**src/rtl/ula_seq.sv**
```systemverilog
// Registered WIDTH-bit ALU with start/done handshake; MUL is an unsigned shift-add
// multiplier that produces a 2*WIDTH-bit product over WIDTH iterations.
module ula_seq #(
  parameter int WIDTH  = 32,
  parameter bit MUL_EN = 1'b1
) (
  input  logic             clk,
  input  logic             rst_n,
  input  logic             start,
  input  logic [2:0]       operation,
  input  logic [WIDTH-1:0] a,
  input  logic [WIDTH-1:0] b,
  output logic             ready,
  output logic             done,
  output logic [WIDTH-1:0] result,
  output logic [WIDTH-1:0] result_hi,
  output logic             cout,
  output logic             overflow,
  output logic             zero
);

  // state  | meaning
  // S_IDLE | ready=1, waiting for start; operands captured on accept
  // S_EXEC | result/flags registered (MUL arrives here after its last iteration)
  // S_MUL  | one shift-add iteration per cycle, cnt WIDTH-1 downto 0
  // S_FIN  | done=1 for this one cycle, then back to idle

  localparam int CW = (WIDTH > 2) ? $clog2(WIDTH) : 1;

  localparam logic [2:0] OP_AND = 3'b000;
  localparam logic [2:0] OP_OR  = 3'b001;
  localparam logic [2:0] OP_ADD = 3'b010;
  localparam logic [2:0] OP_MUL = 3'b011;
  localparam logic [2:0] OP_NOR = 3'b100;
  localparam logic [2:0] OP_SUB = 3'b110;
  localparam logic [2:0] OP_SLT = 3'b111;

  typedef enum logic [1:0] {S_IDLE, S_EXEC, S_MUL, S_FIN} state_t;

  state_t           state;
  logic [WIDTH-1:0] a_q, b_q, acc_hi, acc_lo;
  logic [2:0]       op_q;
  logic [CW-1:0]    cnt;

  logic             is_sub, c_msb, v_add, c_nxt, v_nxt;
  logic [WIDTH-1:0] b_eff, r_nxt, hi_nxt;
  logic [WIDTH:0]   sum, mul_sum;

  always_comb begin
    is_sub  = (op_q == OP_SUB) || (op_q == OP_SLT);
    b_eff   = is_sub ? ~b_q : b_q;
    sum     = {1'b0, a_q} + {1'b0, b_eff} + {{WIDTH{1'b0}}, is_sub};
    c_msb   = a_q[WIDTH-1] ^ b_eff[WIDTH-1] ^ sum[WIDTH-1];
    v_add   = c_msb ^ sum[WIDTH];
    mul_sum = {1'b0, acc_hi} + (acc_lo[0] ? {1'b0, a_q} : {(WIDTH+1){1'b0}});
    r_nxt   = '0;
    hi_nxt  = '0;
    c_nxt   = 1'b0;
    v_nxt   = 1'b0;
    case (op_q)
      OP_AND: r_nxt = a_q & b_q;
      OP_OR:  r_nxt = a_q | b_q;
      OP_NOR: r_nxt = ~(a_q | b_q);
      OP_ADD, OP_SUB: begin
        r_nxt = sum[WIDTH-1:0];
        c_nxt = sum[WIDTH];
        v_nxt = v_add;
      end
      OP_SLT: begin
        r_nxt = {{(WIDTH-1){1'b0}}, sum[WIDTH-1] ^ v_add};
        c_nxt = sum[WIDTH];
        v_nxt = v_add;
      end
      OP_MUL: begin
        if (MUL_EN) begin
          r_nxt  = acc_lo;
          hi_nxt = acc_hi;
          v_nxt  = |acc_hi;
        end
      end
      default: ;
    endcase
  end

  always_ff @(posedge clk or negedge rst_n) begin
    if (!rst_n) begin
      state     <= S_IDLE;
      ready     <= 1'b1;
      done      <= 1'b0;
      result    <= '0;
      result_hi <= '0;
      cout      <= 1'b0;
      overflow  <= 1'b0;
      zero      <= 1'b1;
      a_q       <= '0;
      b_q       <= '0;
      op_q      <= '0;
      acc_hi    <= '0;
      acc_lo    <= '0;
      cnt       <= '0;
    end else begin
      case (state)
        S_IDLE: begin
          if (start) begin
            a_q    <= a;
            b_q    <= b;
            op_q   <= operation;
            acc_lo <= b;
            acc_hi <= '0;
            cnt    <= CW'(WIDTH-1);
            ready  <= 1'b0;
            state  <= (operation == OP_MUL && MUL_EN) ? S_MUL : S_EXEC;
          end
        end
        S_MUL: begin
          // {carry,hi,lo} shifted right one place after the conditional add
          acc_hi <= mul_sum[WIDTH:1];
          acc_lo <= {mul_sum[0], acc_lo[WIDTH-1:1]};
          if (cnt == '0) state <= S_EXEC;
          else           cnt   <= cnt - 1'b1;
        end
        S_EXEC: begin
          result    <= r_nxt;
          result_hi <= hi_nxt;
          cout      <= c_nxt;
          overflow  <= v_nxt;
          zero      <= (r_nxt == '0) && (hi_nxt == '0);
          done      <= 1'b1;
          state     <= S_FIN;
        end
        S_FIN: begin
          done  <= 1'b0;
          ready <= 1'b1;
          state <= S_IDLE;
        end
        default: state <= S_IDLE;
      endcase
    end
  end

endmodule
```
**config.mk**
```make
export PLATFORM = sky130hd
export DESIGN_NAME = ula_seq
export DESIGN_NICKNAME = d
export VERILOG_FILES = /design/src/rtl/ula_seq.sv
export SDC_FILE = /design/constraint.sdc
export NUM_CORES = 1
export LEC_CHECK = 0
export ABC_CLOCK_PERIOD_IN_PS = 4100
export BUFFER_PORTS_ARGS = -buffer_cell sky130_fd_sc_hd__buf_2
export CORE_ASPECT_RATIO = 0.7
export CORE_UTILIZATION = 54
export CTS_BUF_LIST = sky130_fd_sc_hd__clkbuf_8 sky130_fd_sc_hd__clkbuf_16
export CTS_CLUSTER_SIZE = 25
export DETAILED_ROUTE_END_ITERATION = 8
export PLACE_DENSITY = 0.88
export SETUP_SLACK_MARGIN = 0.2
export SLEW_MARGIN = 20
export SYNTH_ARGS = -nofsm -noshare
export SYNTH_HDL_FRONTEND = slang
export SYNTH_SLANG_ARGS = --single-unit
export TNS_END_PERCENT = 5
```
**constraint.sdc**
```tcl
create_clock -name clk -period 4.1 [get_ports clk]
set_input_delay 0.41 -clock clk [delete_from_list [all_inputs] [get_ports clk]]
set_output_delay 0.41 -clock clk [all_outputs]
set_load 0.01 [all_outputs]
```
==> impl_metrics.toml, run 1 <==
[status]
status = "complete, but fails checks"
violations = "hold timing"

[hold_path]
holdCritPathClass = "primary input to async pin"

[synthesis]
ys_seq_area_share_pct = 38.4
syn_area_per_cell_um2 = 9.44
synth_nets = 1572
synth_most_common_cell = "dfrtp_1"
ys_ff_latch = 207
synth_top_area_share_pct = 38.0
synth_commonest_cells = "dfrtp_1 (205), nand2_1 (150), o21ai_0 (105)"
synthCells = 1429
synth_area_leaders = "dfrtp_1 (38%), mux2_2 (6.6%), ha_1 (6.6%)"
synth_cell_type_count = 75
synth_edf_count = 0
yosys_warnings = 0
synth-async-reset-ratio_pct = 100
synth_area_um2 = 13500
yosysTopAreaCell = "dfrtp_1"
ys.flop_type = "dfrtp_1"

[clocking]
cts-root-buf = "clkbuf_16"
cts_made_buffers = 22
clock_latency_ns = 0.53
clkTransAtPathRegs_ns = 0.07
holdBufCountCts = 0
htreeDepth = 1
cts_tree = "done"
clk_path_buf_depth = 3
cts.sinks = 207

[final_layout]
nFillCells = 1906
n_antenna_cell = 0
drive_gt1_share_pct = 21.6
area_delta_synth_final_pct = 14.8
nNetsFinal = 1702

[grt]
grt-ovfl-total = 0
grt_pass1_wl_um = 63900
grt_max_degree = 114
antenna_found_initial = 0
grt_pass1_vias = 11400
track_usage_pct = 31.8

[critical_path]
setup.worst_path.class = "flop to flop"
arrival_ns = 4.24
crit_fanout = 11
reg2reg_slack_ns = 0.30
crit_slowest_cell = "dfrtp_1"
cp_cell_sequence = "nand2_2 -> buf_6 -> xnor2_1 -> ha_1 -> nor2_1 -> nor3b_1 -> nor2_1 -> a21oi_1 -> o2111ai_1 -> nor4_1 -> nand4_1 -> nor4_4 -> nand4_1 -> o41ai_2"
ff2ff_path_depth = 14
end_kind = "flop"
path_buf_inv = 1
cpPeakStageDelay_ns = 0.40
crit_family = "simple AND/OR/NAND/NOR gates"
cp.required_ns = 4.53
cp-start-kind = "flop"
cp.depth = 14

[flow_run]
max_cap_viol_count = 0

[sta]
fmax_mhz = 263
hold_violations = 16
finalSetupTns_ns = 0
finalSetupViolCount = 0
slew-limit-headroom_pct = 31.1
worst-slew-pin-transition_ns = 1.03
drv_slew = 0
period_minus_slack_ns = 3.80
fin_crit_sh_pct = 92.8
holdWs_ns = -0.0290
skew_ns = 0.0134
rsz0062_at_grt = "yes"

[floorplan]
die_area_um2 = 25600
start_util_pct = 56.1
dieHeight_um = 134
num_io_pins = 139
die_w_um = 191
rows = 47
core_um2 = 24100

[routing]
wl_per_cell_um = 21.3
wl_um = 40300
dr.first_iter.drc_count = 1212
drc = 0
avgViaCountPerCell = 6.40
firstDrtPassIters = 6
vias = 12100
postRouteAntennaNets = 0

[placement]
port_buffers = 138
place.gp.congestion = 0.977
dp_hpwl_um = 29100
[placed cells by master, fill, tap and decap left out, types with 5 or more instances in the layout]
cell       Yosys  layout
dfrtp_1      205     205
nand2_1      150     148
buf_2          7     137
o21ai_0      105     103
a21oi_1       88      87
mux2_2        79      79
nor2_1        71      70
ha_1          71      67
xnor2_1       63      63
buf_4          1      55
and2_1        38      38
a21o_1        37      37
mux2i_1       36      36
o2bb2ai_1     35      35
a22oi_1       31      31
maj3_1        31      31
inv_1         24      27
nand3_1       26      26
nor3_1        23      23
clkbuf_16      0      23
o32ai_1       19      19
nand2b_1      15      15
xor2_1        15      15
nor4_1        14      14
a211oi_1      13      13
a31oi_1       12      12
nand4_1       11      11
o21bai_1      10      10
o21a_1        10       9
and3_1         8       8
nor2b_1        9       8
clkbuf_8       0       6
o31ai_1        7       5
a22o_1         5       5
o211ai_1       5       5
o32a_1         5       5
[layout make-up]
cell class	count	area (um2)	share of cell area, %
tap	318	398	2.57
multi-input combinational	1108	7930	51.2
clock buffer	28	644	4.16
timing repair buffer	196	1160	7.48
inverter	24	90.1	0.581
clock inverter	10	88.8	0.573
sequential	207	5180	33.5
[final timing paths]
| path | end | startpoint |
|---|---|---|
| worst max-delay path | zero | op_q[2] |
| worst min-delay path | result_hi[27] | rst_n |
| worst max register to register | zero | op_q[2] |
| worst min register to register | result_hi[26] | result_hi[26] |
| max in group asynchronous | a_q[27] | rst_n |
| min in group clk | a_q[12] | a[12] |
[flip-flops by register name, summed over array words and instances (netlist names)]
| register | cells |
|---|---|
| cout | 1 |
| a_q | 32 |
| done | 1 |
| zero | 1 |
| acc_lo | 32 |
| overflow | 1 |
| cnt | 5 |
| result | 32 |
| op_q | 3 |
| acc_hi | 32 |
| b_q | 32 |
| result_hi | 32 |
| state | 2 |
| ready | 1 |
[layer usage]
layer	GRT usage, %	share of wire (%)	up-vias
met3	5.99	8.6	93
met1	47.0	45	5870
li1	-	-	5520
met5	0	0	-
met2	46.7	43	612
met4	10.0	3.4	0
[stage by stage]
step | util [%] | setup slack (ns) | instance area (um2) | std cells | hold slack, ns
global placement | 61.1 | 0.244 | 14700 | 1852 | 0.465
CTS | 64.2 | 0.202 | 15400 | 1890 | 0.0376
global route | 64.4 | 0.139 | 15500 | 1891 | 0.0765
detailed placement | 61.1 | 0.198 | 14700 | 1852 | 0.470
floorplan | - | 0.216 | 13500 | 1429 | 0.114
finish | 64.4 | 0.297 | 15500 | 1891 | -0.0290
[kinds of logic after synthesis]
family	synth area share, %
adder cells (fa/ha/maj)	9.18
buffers and inverters	3.26
XOR/XNOR	5.06
flip-flops	38.4
AND/OR/NAND/NOR	13.8
multiplexers	9.26
AO/OA/AOI/OAI	21.0
[repair_timing]
item | CTS | global route
buffers inserted | 0 | 1
pin swaps | 0 | 4
gates resized for setup | 2 | 13
setup endpoints to repair | 1 | 8
Power of run 1 is not shown: default switching activity piles up to over one toggle a cycle in this logic, so the estimate is an artifact.
==> inputs of run 2 (changes only) <==
--- a/config.mk
+++ b/config.mk
@@ -5,14 +5,15 @@
 export SDC_FILE = /design/constraint.sdc
 export NUM_CORES = 1
 export LEC_CHECK = 0
+export ABC_AREA = 1
 export ABC_CLOCK_PERIOD_IN_PS = 4100
 export BUFFER_PORTS_ARGS = -buffer_cell sky130_fd_sc_hd__buf_2
-export CORE_ASPECT_RATIO = 0.7
-export CORE_UTILIZATION = 54
+export CORE_ASPECT_RATIO = 0.5
+export CORE_UTILIZATION = 55
 export CTS_BUF_LIST = sky130_fd_sc_hd__clkbuf_8 sky130_fd_sc_hd__clkbuf_16
 export CTS_CLUSTER_SIZE = 25
 export DETAILED_ROUTE_END_ITERATION = 8
-export PLACE_DENSITY = 0.88
+export PLACE_DENSITY = 0.89
 export SETUP_SLACK_MARGIN = 0.2
 export SLEW_MARGIN = 20
 export SYNTH_ARGS = -nofsm -noshare
==> impl_metrics.toml, run 2 <==
[routing]
firstDrtPassIters = 7
vias = 14600
dr.first_iter.drc_count = 1544
wl_per_cell_um = 18.7
avgViaCountPerCell = 5.75
postRouteAntennaNets = 0
wl_um = 47500
drc = 0

[clocking]
cts.sinks = 207
clk_path_buf_depth = 3
htreeDepth = 1
cts_made_buffers = 21
cts-root-buf = "clkbuf_16"
clkTransAtPathRegs_ns = 0.07
clock_latency_ns = 0.54
post-cts-setup-buffers = 0
cts_tree = "done"

[sta]
worst-slew-pin-transition_ns = 1.19
drv_slew = 0
skew_ns = 0.0205
hold_violations = 0
period_minus_slack_ns = 3.61
fin_crit_sh_pct = 88.0
slew-limit-headroom_pct = 19.4
finalSetupViolCount = 0
rsz0062_at_grt = "no"
fmax_mhz = 277
finalSetupTns_ns = 0

[floorplan]
start_util_pct = 56.1
rows = 41
core_um2 = 25200
die_w_um = 229
dieHeight_um = 116
num_io_pins = 139
die_area_um2 = 26500

[critical_path]
cpPeakStageDelay_ns = 0.47
crit_fanout = 12
cp.required_ns = 4.58
crit_slowest_cell = "dfrtp_1"
end_kind = "flop"
cp_cell_sequence = "nand2_4 -> buf_4 -> xnor2_1 -> ha_1 -> nand2_1 -> nor2_1 -> inv_1 -> nor2_1 -> nand3_1 -> nand3_1 -> nand2_1 -> nand3_1 -> nand2_1 -> nor2_1 -> nand2_1 -> nor2_1 -> nand3_1 -> nor2_1 -> nand3_1 -> nand2_1"
cp-start-kind = "flop"
regToRegStartpoint = "op_q[1]"
setup.worst_path.class = "flop to flop"
arrival_ns = 4.08
reg2reg_slack_ns = 0.49
cp.depth = 20
r2r-end = "zero"
ff2ff_path_depth = 20
crit_family = "simple AND/OR/NAND/NOR gates"
startpoint = "op_q[1]"
endpoint = "zero"
path_buf_inv = 2

[synthesis]
synth_area_um2 = 14200
ys_ff_latch = 207
synth_commonest_cells = "nand2_1 (592), inv_1 (317), dfrtp_1 (205)"
syn_area_per_cell_um2 = 6.85
synthCells = 2068
synth_most_common_cell = "nand2_1"
ys_seq_area_share_pct = 36.6
synth_area_leaders = "dfrtp_1 (36%), nand2_1 (16%), inv_1 (8.4%)"
synth-async-reset-ratio_pct = 100
ys.flop_type = "dfrtp_1"
synth_top_area_share_pct = 36.2
synth_nets = 2211
yosysTopAreaCell = "dfrtp_1"
synth_edf_count = 0
yosys_warnings = 0
synth_cell_type_count = 45

[placement]
place.gp.congestion = 1.01
port_buffers = 138
dp_cells = 2505
dp_hpwl_um = 36600

[power]
vdd_drop_max_mv = 0.466
power.density_nw_per_um2 = 955
leakage_nw = 8.51

[grt]
grt_pass1_wl_um = 73900
track_usage_pct = 36.1
antenna_found_initial = 0
grt_max_degree = 73
grt_pass1_vias = 13600
grt-ovfl-total = 0

[final_layout]
fin_cells = 2543
area_delta_synth_final_pct = 12.7
nNetsFinal = 2328
n_antenna_cell = 0
fin_util_pct = 63.3
layout_common_cells = "nand2_1 (592), inv_1 (317), dfrtp_1 (205)"
nFillCells = 2358
mostFrequentLayoutCell = "nand2_1"
drive_gt1_share_pct = 9.96

[status]
status = "complete, no violations"

[flow_run]
max_cap_viol_count = 0

[hold_path]
holdCritPathClass = "primary input to flop"
## run 2: routing by layer
metal | share of wire (%) | global-route usage [%]
met5 | 0 | 0
met4 | 4.0 | 14.2
met3 | 9.8 | 8.05
met2 | 42 | 56.5
met1 | 44 | 49.1
## run 2: final cells by class
type,count,area (um2),area share [%]
timing repair buffer,163,902,5.65
multi-input combinational,1468,7500,47.0
clock inverter,10,131,0.822
clock buffer,27,608,3.81
sequential,207,5180,32.4
tap,344,430,2.69
inverter,324,1220,7.61
## run 2: worst min-delay path: stages
cell     delay, ns
buf_2         0.07
nand2_1       0.04
nand2_1       0.05
## run 2: power breakdown
group	total, mW	switching (mW)	leakage (nW)	internal, mW
logic	9.35	6.42	5.52	2.93
clock network	2.13	0.889	0.374	1.24
registers	3.79	0.926	2.62	2.86
total	15.3	8.23	8.51	7.03
## run 2: per-stage QoR
stage | total power, mW | instance area (um2) | setup WS (ns) | hold slack, ns
finish | 15.3 | 16000 | 0.491 | 0.0779
detailed placement | 12.8 | 15200 | 0.488 | 0.448
CTS | 15.0 | 16000 | 0.447 | 0.0731
floorplan | 9.83 | 14200 | 1.17 | 0.114
global placement | 12.7 | 15200 | 0.519 | 0.439
global route | 16.4 | 16000 | 0.282 | 0.0869
## run 2: how the worst min path moves through the flow
stage | startpoint | to | slack [ns] | depth (start not counted)
detailed placement | rst_n | acc_hi[23] | 0.45 | 1
floorplan | rst_n | a_q[0] | 0.11 | 0
CTS | a[1] | a_q[1] | 0.07 | 3
global placement | rst_n | acc_hi[23] | 0.44 | 1
global route | a[10] | a_q[10] | 0.09 | 3
finish | a[1] | a_q[1] | 0.08 | 3
## run 2: kinds of logic (layout without fill, tap and decap cells)
group / count (synthesis) / after routing / synth area share (%)
AND/OR/NAND/NOR: 941 / 941 / 27.3
flip-flops: 207 / 207 / 36.6
XOR/XNOR: 34 / 34 / 2.10
buffers and inverters: 393 / 524 / 10.5
AO/OA/AOI/OAI: 420 / 420 / 17.0
adder cells (fa/ha/maj): 73 / 73 / 6.55
## run 2: what timing repair did
action                                  CTS  global route
endpoints found under the setup margin    0             1
gates resized for setup                   0             1
endpoints found under the hold margin    63             0
hold buffers                              1             0
No activity file was read; power rests on OpenSTA's default activity.
